<file path="src/rtl/voter_ballot_collector.sv">
// Four-voter ballot front end: synchronises and debounces the raw buttons, collects
// sticky YES votes during a session, and latches the ballot when the session closes.
module voter_ballot_collector #(
    parameter int unsigned DEBOUNCE_CYCLES = 4,
    parameter int unsigned TIMEOUT         = 16
) (
    input  logic       clk,
    input  logic       rst_n,
    input  logic       start,
    input  logic       close,
    input  logic [3:0] btn,
    output logic [3:0] votes,
    output logic [2:0] yes_count,
    output logic       result_valid,
    output logic       busy,
    output logic [3:0] voted
);

    localparam int unsigned NV    = 4;
    localparam int unsigned CW    = (DEBOUNCE_CYCLES > 1) ? $clog2(DEBOUNCE_CYCLES) : 1;
    localparam int unsigned TW    = (TIMEOUT > 1) ? $clog2(TIMEOUT + 1) : 1;
    localparam int unsigned CLAST = DEBOUNCE_CYCLES - 1;
    localparam int unsigned TLAST = (TIMEOUT > 0) ? (TIMEOUT - 1) : 0;

    typedef enum logic {
        ST_IDLE = 1'b0,
        ST_OPEN = 1'b1
    } state_e;

    state_e                   state_q, state_d;
    logic [NV-1:0]            sync1_q, sync2_q;
    logic [NV-1:0][CW-1:0]    cnt_q, cnt_d;
    logic [TW-1:0]            timer_q, timer_d;
    logic [NV-1:0]            voted_q, voted_d;
    logic [NV-1:0]            votes_q, votes_d;
    logic [2:0]               yes_q, yes_d;
    logic                     valid_q, valid_d;
    logic                     busy_q, busy_d;

    // State and output registers; the synchroniser runs regardless of state.
    always_ff @(posedge clk or negedge rst_n) begin
        if (!rst_n) begin
            state_q <= ST_IDLE;
            sync1_q <= '0;
            sync2_q <= '0;
            cnt_q   <= '0;
            timer_q <= '0;
            voted_q <= '0;
            votes_q <= '0;
            yes_q   <= '0;
            valid_q <= 1'b0;
            busy_q  <= 1'b0;
        end else begin
            state_q <= state_d;
            sync1_q <= btn;
            sync2_q <= sync1_q;
            cnt_q   <= cnt_d;
            timer_q <= timer_d;
            voted_q <= voted_d;
            votes_q <= votes_d;
            yes_q   <= yes_d;
            valid_q <= valid_d;
            busy_q  <= busy_d;
        end
    end

    logic [NV-1:0] qual;
    logic [NV-1:0] ballot;
    logic          timeout_hit;

    // Next-state: debounce, timer, and ballot latch on the closing edge.
    always_comb begin
        state_d     = state_q;
        cnt_d       = cnt_q;
        timer_d     = timer_q;
        voted_d     = voted_q;
        votes_d     = votes_q;
        yes_d       = yes_q;
        valid_d     = 1'b0;
        busy_d      = busy_q;
        qual        = '0;
        ballot      = voted_q;
        timeout_hit = 1'b0;

        case (state_q)
            ST_IDLE: begin
                if (start) begin
                    state_d = ST_OPEN;
                    busy_d  = 1'b1;
                    cnt_d   = '0;
                    timer_d = '0;
                    voted_d = '0;
                end
            end
            ST_OPEN: begin
                for (int k = 0; k < NV; k++) begin
                    if (!voted_q[k]) begin
                        if (sync2_q[k]) begin
                            if (cnt_q[k] == CW'(CLAST)) begin
                                qual[k] = 1'b1;
                            end else begin
                                cnt_d[k] = cnt_q[k] + CW'(1);
                            end
                        end else begin
                            cnt_d[k] = '0;
                        end
                    end
                end
                ballot  = voted_q | qual;
                voted_d = ballot;
                timeout_hit = (TIMEOUT > 0) && (timer_q == TW'(TLAST));
                if (timer_q != TW'(TLAST)) begin
                    timer_d = timer_q + TW'(1);
                end
                if (close || timeout_hit) begin
                    state_d = ST_IDLE;
                    busy_d  = 1'b0;
                    votes_d = ballot;
                    yes_d   = 3'(ballot[0]) + 3'(ballot[1]) + 3'(ballot[2]) + 3'(ballot[3]);
                    valid_d = 1'b1;
                end
            end
            default: begin
                state_d = ST_IDLE;
                busy_d  = 1'b0;
            end
        endcase
    end

    assign votes        = votes_q;
    assign yes_count    = yes_q;
    assign result_valid = valid_q;
    assign busy         = busy_q;
    assign voted        = voted_q;

endmodule

</file>
<file path="config.mk">
export PLATFORM = sky130hd
export DESIGN_NAME = voter_ballot_collector
export DESIGN_NICKNAME = d
export VERILOG_FILES = /design/src/rtl/voter_ballot_collector.sv
export SDC_FILE = /design/constraint.sdc
export NUM_CORES = 1
export LEC_CHECK = 0
export CAP_MARGIN = 40
export CORE_MARGIN = 2
export CORE_UTILIZATION = 50
export DETAILED_ROUTE_END_ITERATION = 10
export PLACE_DENSITY = 0.74
export SLEW_MARGIN = 20
export SYNTH_ARGS = -nofsm -noshare
export SYNTH_HDL_FRONTEND = slang
export SYNTH_SLANG_ARGS = --single-unit
</file>
<file path="constraint.sdc">
create_clock -name clk -period 3.6 [get_ports clk]
set_input_delay 0.72 -clock clk [delete_from_list [all_inputs] [get_ports clk]]
set_output_delay 0.72 -clock clk [all_outputs]
set_load 0.005 [all_outputs]
</file>
==> impl_metrics.csv, run 1 <==
group,metric,value,unit
route,postRouteAntennaNets,0,
global_routing,grt_overflow,0,
timing,fmax,446,MHz
power_and_ir_drop,p_comb_frac,0.340,
clock_network,clk_pin_slew_worst_paths,0.10,ns
synth,synth_common_cells,"dfrtp_1 (35), nand2_1 (25), nand3_1 (16)",
synth,synth_area_leaders,"dfrtp_1 (58%), ha_1 (6.6%), nand2_1 (6.2%)",
route,routed_via_density,5.62,
power_and_ir_drop,vdd_drop_max,0.432,mV
timing,worst_slew_pin_slew,0.550,ns
die,dieWidth,59.0,um
worst_setup_path,cp_slowest_stage_delay,0.50,ns
synth,synth_top_area_frac,0.579,
power_and_ir_drop,p_total,1.36,mW
clock_network,root_buffer,"clkbuf_4",
die,dieArea,0.00348,mm^2
cells_and_area,fill_cells,229,
global_routing,grt_pass1_wl,5.09,mm
die,initial_core_util,0.540,
clock_network,clkLatencyLatePin,0.34,ns
global_routing,grt_pass1_vias,1159,
cells_and_area,drive_gt1_frac,0.0798,
timing,slew_headroom,0.634,
power_and_ir_drop,intPower,0.910,mW
route,wirelength,2.86,mm
cells_and_area,ff_latch_area,876,um^2
cells_and_area,diodes,0,
worst_setup_path,critPathTopFamily,"adder cells",
synth,seq_area_frac_synth,0.579,
clock_network,tritoncts,"built",
clock_network,clk_path_buf_depth,2,
power_and_ir_drop,swShare,0.331,
power_and_ir_drop,p_clk_frac,0.205,
synth,synthDistinctLibCells,22,
cells_and_area,synthToLayoutAreaGrowth,20.2,%
timing,slew_violations,0,
die,core-area,0.00281,mm^2
timing,timing.final.crit_share,0.623,
power_and_ir_drop,leakagePower,0.888,nW
clock_network,cts_resized,0,
worst_setup_path,crit_type,"flip-flop to flip-flop",
route,dr.pass1.iters,4,
run,maxCapViolations,0,
route,num_vias,1090,
global_routing,grtUsageTotal,0.200,
clock_network,cts.sinks,35,
placed_design,routabilityCongestion,0.758,
timing,min_period,2.24,ns
die,num_io_pins,21,
synth,synth-edff-count,0,
synth,synth_area,0.00151,mm^2
synth,synth_most_common_cell,"dfrtp_1",
route,wire_per_inst,14.8,um
min_path,worstHoldPathType,"flip-flop to flip-flop",
power_and_ir_drop,seqPwrFrac,0.455,
clock_network,cts_made_buffers,5,
worst_setup_path,crit_fanout,4,
placed_design,place_hpwl,2.06,mm
worst_setup_path,r2r_slack,1.36,ns
synth,synthArstFlopShare,1.00,
timing,hold_violations,0,
worst_setup_path,crit_buf_inv,1,
worst_setup_path,cpMostUsedCell,"ha_1",
status,outcome,"completed",
timing,setup_violations,0,
cells_and_area,nNetsFinal,179,
global_routing,grt_max_degree,36,
worst_setup_path,crit_arrival,2.48,ns
timing,clock_skew,0.0125,ns
synth,synth_cells,137,
synth,yosysWarnings,0,
worst_setup_path,crit_chain,"ha_1, a21oi_1, inv_1, fa_1, ha_1, ha_1, nand2_1, nand2_1",
timing,rsz0062_at_grt,"false",
synth,ys.flop_type,"dfrtp_1",
clock_network,ctsHoldBuffers,0,
route,drc,0,
clock_network,h-tree-depth,2,
global_routing,antenna_found_initial,0,
clock_network,cts_setup_buffers,0,
power_and_ir_drop,p_per_area,748,mW/mm^2
synth,syn-num-nets,154,
die,rows,19,
die,die_h,59.0,um
worst_setup_path,crit_path_start_kind,"flip-flop",
route,first_iter_violations,42,
worst_setup_path,cp-end-kind,"flip-flop",
synth,syn_area_per_cell,11.1,um^2
power_and_ir_drop,net-switching-power,0.451,mW
worst_setup_path,cp.required,3.84,ns
cells_and_area,multi_input_comb_area,578,um^2
timing,totalNegativeSetupSlack,0,ns
placed_design,port_buffers,20,
synth,ys_ff_latch,35,
synth,yosysTopAreaCell,"dfrtp_1",
worst_setup_path,crit_slowest_cell,"fa_1",
==> worst paths after layout <==
| kind | from | cells past startpoint | to |
|---|---|---|---|
| worst max-delay path | cnt_q[6]$_DFFE_PN0P_ | 8 | yes_count[1]$_DFFE_PN0P_ |
| worst min-delay path | sync1_q[2]$_DFF_PN0_ | 0 | sync2_q[2]$_DFF_PN0_ |
| worst max register to register | cnt_q[6]$_DFFE_PN0P_ | 8 | yes_count[1]$_DFFE_PN0P_ |
| worst min register to register | sync1_q[2]$_DFF_PN0_ | 0 | sync2_q[2]$_DFF_PN0_ |
| max in group asynchronous | rst_n | 2 | votes[2]$_DFFE_PN0P_ |
| min in group asynchronous | rst_n | 2 | voted[3]$_DFFE_PN0P_ |
==> registers in the layout, indices dropped and copies added (netlist names), 3 cells and up <==
name / flops
sync2_q: 4
timer_q: 5
voted: 4
yes_count: 3
votes: 4
sync1_q: 4
cnt_q: 8
==> cells by family after synthesis <==
logic type / synth area share
AND/OR/NAND/NOR: 0.193
flip-flops: 0.579
AO/OA/AOI/OAI: 0.0843
buffers and inverters: 0.0397
adder cells (fa/ha/maj): 0.0793
XOR/XNOR: 0.0174
multiplexers: 0.00744
==> layout make-up <==
cell class | instances | area share
clock buffer | 5 | 0.0206
clock inverter | 3 | 0.0241
inverter | 7 | 0.0144
multi-input combinational | 91 | 0.318
sequential | 35 | 0.481
tap | 31 | 0.0213
timing repair buffer | 22 | 0.120
==> cells in the final DEF, fill, tap and decap left out, drive strengths merged, types with 5 or more instances in the layout <==
cell type | Yosys | routed
a22o | 5 | 5
ha | 8 | 8
inv | 7 | 7
nand2 | 25 | 25
nand4b | 5 | 5
nand3 | 16 | 16
o21ai | 9 | 9
clkbuf | 0 | 5
clkdlybuf4s50 | 0 | 20
dfrtp | 35 | 35
==> routing by layer <==
layer | vias up | global-route usage | wire length (um)
met5 | - | 0 | 0
met4 | 0 | 0.127 | 48
met3 | 7 | 0.0480 | 89
met2 | 27 | 0.311 | 1470
met1 | 530 | 0.250 | 1250
li1 | 526 | - | -
==> metrics by stage <==
step / utilization / cells / worst slack [ns] / area (um^2) / hold WS [ns]
global placement: 0.616 / 185 / 1.44 / 1730 / 0.333
global route: 0.649 / 194 / 1.20 / 1820 / 0.373
detailed placement: 0.620 / 186 / 1.37 / 1740 / 0.341
finish: 0.649 / 194 / 1.36 / 1820 / 0.364
CTS: 0.649 / 194 / 1.35 / 1820 / 0.367
floorplan: - / 137 / 1.55 / 1510 / 0.331
==> power by group through the flow <==
stage / Combinational (mW) / Sequential, mW / Clock (mW)
floorplan: 0.271 / 0.605 / 0
global placement: 0.437 / 0.623 / 0
detailed placement: 0.469 / 0.624 / 0
CTS: 0.471 / 0.620 / 0.286
global route: 0.528 / 0.639 / 0.302
finish: 0.462 / 0.619 / 0.279
Note: power is estimated with default switching activity, not from simulation.
==> run 2, diff against run 1 <==
--- a/config.mk
+++ b/config.mk
@@ -7,7 +7,7 @@
 export LEC_CHECK = 0
 export CAP_MARGIN = 40
 export CORE_MARGIN = 2
-export CORE_UTILIZATION = 50
+export CORE_UTILIZATION = 48
 export DETAILED_ROUTE_END_ITERATION = 10
 export PLACE_DENSITY = 0.74
 export SLEW_MARGIN = 20
==> constraint.sdc (replaced) <==
create_clock -name clk -period 1.8 [get_ports clk]
set_input_delay 0.36 -clock clk [delete_from_list [all_inputs] [get_ports clk]]
set_output_delay 0.36 -clock clk [all_outputs]
set_load 0.005 [all_outputs]
==> run 2 against run 1 <==
Compared with the run above:
- largest power group is now combinational logic
- die area increased by 3.9%
- count of clock-buffer cells in the layout stayed put
- the flow now finishes with violations (negative setup slack)
- clock skew about the same
==> impl_metrics.csv, run 2 (synthesized netlist as in run 1, its figures left out) <==
group,metric,value,unit
global_routing,grt_pass1_wl,5.06,mm
timing,fmax,527,MHz
die,num_io_pins,21,
route,dr.pass1.iters,4,
clock_network,tritoncts,"built",
cells_and_area,nNetsFinal,202,
status,violations,"negative setup slack",
placed_design,routabilityCongestion,0.749,
worst_setup_path,cpMostUsedCell,"ha_2",
clock_network,ctsHoldBuffers,0,
worst_setup_path,reg2reg_depth,8,
timing,min_period,1.90,ns
placed_design,place_inst,215,
timing,slew_violations,0,
status,outcome,"finished with violations",
global_routing,grtUsageTotal,0.202,
global_routing,grt_max_degree,36,
worst_setup_path,crit_slowest_cell,"fa_1",
timing,hold_violations,0,
die,dieWidth,60.2,um
worst_setup_path,crit_chain,"ha_2, a21oi_4, inv_2, fa_1, ha_2, ha_4, nand2_2, nand2_1",
run,maxCapViolations,0,
worst_setup_path,crit_buf_inv,1,
worst_setup_path,crit_type,"flip-flop to flip-flop",
global_routing,grt_overflow,0,
worst_setup_path,crit_fanout,2,
clock_network,cts_made_buffers,5,
timing,timing.final.crit_share,1.05,
worst_setup_path,r2r_end,"yes_count[1]$_DFFE_PN0P_",
clock_network,clk_path_buf_depth,2,
die,dieArea,0.00362,mm^2
global_routing,grt_pass1_vias,1149,
worst_setup_path,r2r_slack,-0.1,ns
clock_network,clkLatencyLatePin,0.36,ns
cells_and_area,largest_register_ffs,8,
route,wire_per_inst,13.9,um
clock_network,h-tree-depth,2,
placed_design,port_buffers,20,
cells_and_area,diodes,0,
route,postRouteAntennaNets,0,
die,rows,20,
worst_setup_path,cp_slowest_stage_delay,0.51,ns
min_path,worstHoldPathType,"flip-flop to flip-flop",
cells_and_area,final_cell_mix,"dfrtp_1 (35), buf_4 (25), nand2_1 (24)",
die,core-area,0.00303,mm^2
timing,timing.final.ws_setup,-0.0980,ns
route,num_vias,1210,
worst_setup_path,timing.rr.start,"cnt_q[1]$_DFFE_PN0P_",
cells_and_area,reg.largest.list,"cnt_q: 8 flops, timer_q: 5 flops",
power_and_ir_drop,p_per_area,1530,mW/mm^2
timing,setup_violations,2,
clock_network,clk_pin_slew_worst_paths,0.12,ns
clock_network,cts.sinks,35,
placed_design,place_hpwl,2.20,mm
power_and_ir_drop,leakagePower,0.991,nW
min_path,holdCritStartpoint,"sync1_q[0]$_DFF_PN0_",
global_routing,antenna_found_initial,0,
worst_setup_path,crit_arrival,2.16,ns
cells_and_area,drive_gt1_frac,0.263,
die,initial_core_util,0.500,
die,die_h,60.2,um
route,first_iter_violations,47,
cells_and_area,layout.cells.non_filler,230,
cells_and_area,layout_commonest_cell,"dfrtp_1",
worst_setup_path,cp-end-kind,"flip-flop",
min_path,min_to,"sync2_q[0]$_DFF_PN0_",
timing,worst_slew_pin_slew,0.472,ns
placed_design,place_area,0.00193,mm^2
cells_and_area,finalInstanceArea,0.00207,mm^2
worst_setup_path,critPathTopFamily,"adder cells",
route,routed_via_density,5.26,
timing,clock_skew,0.0121,ns
cells_and_area,registers.top_by_ff_count,"cnt_q",
power_and_ir_drop,vdd_drop_max,0.751,mV
route,wirelength,3.20,mm
cells_and_area,synthToLayoutAreaGrowth,36.4,%
timing,slew_headroom,0.685,
timing,rsz0062_at_grt,"true",
worst_setup_path,crit_path_start_kind,"flip-flop",
clock_network,root_buffer,"clkbuf_4",
worst_setup_path,cp.required,2.06,ns
route,drc,0,
min_path,worstHoldPathCells,0,
[run 2: repair_timing]
item | in CTS | in global routing
endpoints found under the setup margin | 3 | 9
setup buffers | 4 | 3
cloned | 0 | 0
pin swaps | 6 | 1
gates resized for setup | 0 | 2
[run 2: metal layers]
| metal | share of wire | GRT usage |
|---|---|---|
| met1 | 0.44 | 0.239 |
| met2 | 0.48 | 0.320 |
| met3 | 0.058 | 0.0974 |
| met4 | 0.018 | 0.0698 |
| met5 | 0 | 0 |
[run 2: stage by stage]
step           setup WS, ns  utilization  power (mW)  hold slack, ns  TNS [ns]
2_1_floorplan       -0.0842            -        1.85          0.0644   -0.0842
3_3_place_gp        -0.0892        0.636        2.42           0.335    -0.106
3_5_place_dp         -0.130        0.636        2.48           0.336    -0.185
4_1_cts             -0.0957        0.673        3.12           0.361    -0.118
5_1_grt              -0.131        0.682        3.39           0.373    -0.291
6_report            -0.0980        0.682        3.17           0.361    -0.137
[run 2: how the worst max path moves through the flow]
stage                                    start                       end  cells after the start
after floorplan           cnt_q[3]$_DFFE_PN0P_  yes_count[1]$_DFFE_PN0P_                      8
after global placement    cnt_q[3]$_DFFE_PN0P_  yes_count[1]$_DFFE_PN0P_                      8
after detailed placement  cnt_q[2]$_DFFE_PN0P_  yes_count[1]$_DFFE_PN0P_                      8
after CTS                 cnt_q[7]$_DFFE_PN0P_  yes_count[1]$_DFFE_PN0P_                      8
after global routing      cnt_q[6]$_DFFE_PN0P_  yes_count[1]$_DFFE_PN0P_                      8
final                     cnt_q[1]$_DFFE_PN0P_  yes_count[1]$_DFFE_PN0P_                      8
[run 2: layout make-up]
type / instances / area (um^2)
multi-input combinational: 91 / 639
fill: 239 / 962
clock inverter: 3 / 43.8
sequential: 35 / 876
tap: 44 / 55.1
clock buffer: 5 / 37.5
inverter: 7 / 26.3
timing repair buffer: 45 / 388
[run 2: power breakdown]
part / leakage [nW] / switching (mW) / internal (mW)
clock network: 0.0452 / 0.276 / 0.292
logic: 0.502 / 0.563 / 0.813
registers: 0.444 / 0.195 / 1.03
==> run 3, diff against run 2 <==
--- a/config.mk
+++ b/config.mk
@@ -7,8 +7,9 @@
 export LEC_CHECK = 0
 export CAP_MARGIN = 40
 export CORE_MARGIN = 2
-export CORE_UTILIZATION = 48
+export CORE_UTILIZATION = 50
 export DETAILED_ROUTE_END_ITERATION = 10
+export GPL_TIMING_DRIVEN = 1
 export PLACE_DENSITY = 0.74
 export SLEW_MARGIN = 20
 export SYNTH_ARGS = -nofsm -noshare
==> constraint.sdc (replaced) <==
create_clock -name clk -period 1.9 [get_ports clk]
set_input_delay 0.38 -clock clk [delete_from_list [all_inputs] [get_ports clk]]
set_output_delay 0.38 -clock clk [all_outputs]
set_load 0.005 [all_outputs]
==> run 3 against run 2 <==
Compared with the run above:
- the flow still finishes with violations (negative setup slack)
- global-route usage rose by 3.9 points
- total power is 1.2% lower
- first-iteration DRC count fell by 17%
- setup slack improved by 0.075 ns
- register-to-register slack better by 0.08 ns
==> impl_metrics.csv, run 3 (synthesized netlist as in run 1, its figures left out) <==
group,metric,value,unit
status,outcome,"finished with violations",
status,violations,"negative setup slack",
route,routed_via_density,5.67,
global_routing,grt_pass1_wl,5.99,mm
worst_setup_path,reg2reg_depth,8,
power_and_ir_drop,p_per_area,1510,mW/mm^2
worst_setup_path,crit_slowest_cell,"fa_1",
route,dr.pass1.iters,4,
clock_network,root_buffer,"clkbuf_4",
die,num_io_pins,21,
clock_network,clk_path_buf_depth,2,
clock_network,clkLatencyLatePin,0.35,ns
worst_setup_path,crit_buf_inv,1,
power_and_ir_drop,p_total,3.13,mW
cells_and_area,nNetsFinal,200,
timing,worst_slew_pin_slew,0.450,ns
power_and_ir_drop,vdd_drop_max,0.905,mV
route,drc,0,
timing,finalHoldWorstSlack,0.361,ns
worst_setup_path,crit_fanout,2,
cells_and_area,largest_register_ffs,8,
route,postRouteAntennaNets,0,
timing,timing.final.crit_share,1.01,
placed_design,routabilityCongestion,0.715,
global_routing,antenna_found_initial,0,
die,core-area,0.00281,mm^2
clock_network,clk_pin_slew_worst_paths,0.10,ns
worst_setup_path,crit_arrival,2.17,ns
timing,hold_violations,0,
route,wirelength,3.46,mm
clock_network,tritoncts,"built",
worst_setup_path,cp_num_cells,8,
cells_and_area,finish.utilization,0.738,
cells_and_area,diodes,0,
worst_setup_path,cp.required,2.15,ns
timing,timing.final.ws_setup,-0.0227,ns
die,dieArea,0.00348,mm^2
worst_setup_path,cp_slowest_stage_delay,0.59,ns
min_path,worstHoldPathCells,0,
timing,clock_skew,0.00528,ns
route,num_vias,1218,
die,dieWidth,59.0,um
global_routing,grt_max_degree,36,
worst_setup_path,cpMostUsedCell,"ha_4",
route,wire_per_inst,16.1,um
clock_network,h-tree-depth,2,
cells_and_area,final_cell_mix,"dfrtp_1 (35), nand2_1 (24), buf_4 (23)",
cells_and_area,fill_cells,190,
global_routing,grt_overflow,0,
timing,fmax,520,MHz
min_path,worstHoldPathType,"flip-flop to flip-flop",
timing,slew_headroom,0.700,
cells_and_area,drive_gt1_frac,0.261,
power_and_ir_drop,leakagePower,0.984,nW
cells_and_area,reg.largest.list,"cnt_q: 8 flops, timer_q: 5 flops",
die,die_h,59.0,um
cells_and_area,registers.top_by_ff_count,"cnt_q",
worst_setup_path,crit_type,"flip-flop to flip-flop",
worst_setup_path,crit_path_start_kind,"flip-flop",
timing,slew_violations,0,
timing,rsz0062_at_grt,"true",
cells_and_area,synthToLayoutAreaGrowth,36.7,%
placed_design,port_buffers,20,
global_routing,grtUsageTotal,0.241,
die,rows,19,
worst_setup_path,critPathTopFamily,"adder cells",
worst_setup_path,crit_chain,"ha_4, a21oi_4, inv_2, fa_1, ha_4, ha_4, nand2_2, nand2_1",
placed_design,place_hpwl,2.29,mm
run,maxCapViolations,0,
global_routing,grt_pass1_vias,1274,
cells_and_area,layout_commonest_cell,"dfrtp_1",
clock_network,cts_made_buffers,5,
timing,setup_violations,1,
route,first_iter_violations,39,
clock_network,ctsHoldBuffers,0,
worst_setup_path,cp-end-kind,"flip-flop",
die,initial_core_util,0.540,
timing,min_period,1.92,ns
clock_network,cts.sinks,35,
## run 3: cell types whose count changed in the layout (fill, tap and decap cells not counted), sizes merged
cell and change:
clkinv -1, clkbuf +1, buf -2
## run 3: final cells by class
type | count | area, um^2 | share of cell area
Clock inverter | 2 | 35.0 | 0.0169
Sequential cell | 35 | 876 | 0.423
Multi-Input combinational cell | 91 | 669 | 0.323
Clock buffer | 6 | 51.3 | 0.0248
Inverter | 7 | 26.3 | 0.0127
Tap cell | 31 | 38.8 | 0.0187
Timing Repair Buffer | 43 | 373 | 0.180
## run 3: path summary, 6_finish.rpt
| path | start | endpoint | slack (ns) |
|---|---|---|---|
| min in group asynchronous | rst_n | timer_q[1]$_DFFE_PN0P_ | 0.42 |
| hold / removal | sync1_q[2]$_DFF_PN0_ | sync2_q[2]$_DFF_PN0_ | 0.36 |
| setup reg to reg | cnt_q[1]$_DFFE_PN0P_ | yes_count[1]$_DFFE_PN0P_ | -0.02 |
| max in group asynchronous | rst_n | yes_count[0]$_DFFE_PN0P_ | 1.17 |
| setup / recovery | cnt_q[1]$_DFFE_PN0P_ | yes_count[1]$_DFFE_PN0P_ | -0.02 |
| hold reg to reg | sync1_q[2]$_DFF_PN0_ | sync2_q[2]$_DFF_PN0_ | 0.36 |
## run 3: what timing repair did
| action | in CTS | in global routing |
|---|---|---|
| endpoints found under the setup margin | 2 | 6 |
| buffers inserted | 4 | 4 |
| gates resized for setup | 2 | 7 |
| pin swaps | 3 | 4 |
## run 3: per-stage QoR
step / cells / cell area, um^2 / setup WS [ns] / setup TNS (ns)
2_1_floorplan: 137 / 1550 / 0.00169 / 0
3_3_place_gp: 199 / 1870 / -0.00434 / -0.00434
3_5_place_dp: 199 / 1870 / -0.0783 / -0.0853
4_1_cts: 211 / 2000 / -0.00917 / -0.00917
5_1_grt: 215 / 2070 / -0.0848 / -0.113
6_report: 215 / 2070 / -0.0227 / -0.0227
## run 3: per-layer routing
layer	wire length [um]	GRT usage	vias up
met1	1420	0.283	609
met3	157	0.0917	8
li1	-	-	565
met2	1810	0.403	36
met4	63	0.0877	0
met5	0	0	-
## run 3: power by group
part / internal (mW) / leakage [nW] / switching, mW
logic: 0.798 / 0.491 / 0.582
registers: 0.974 / 0.444 / 0.213
clock network: 0.311 / 0.0482 / 0.250
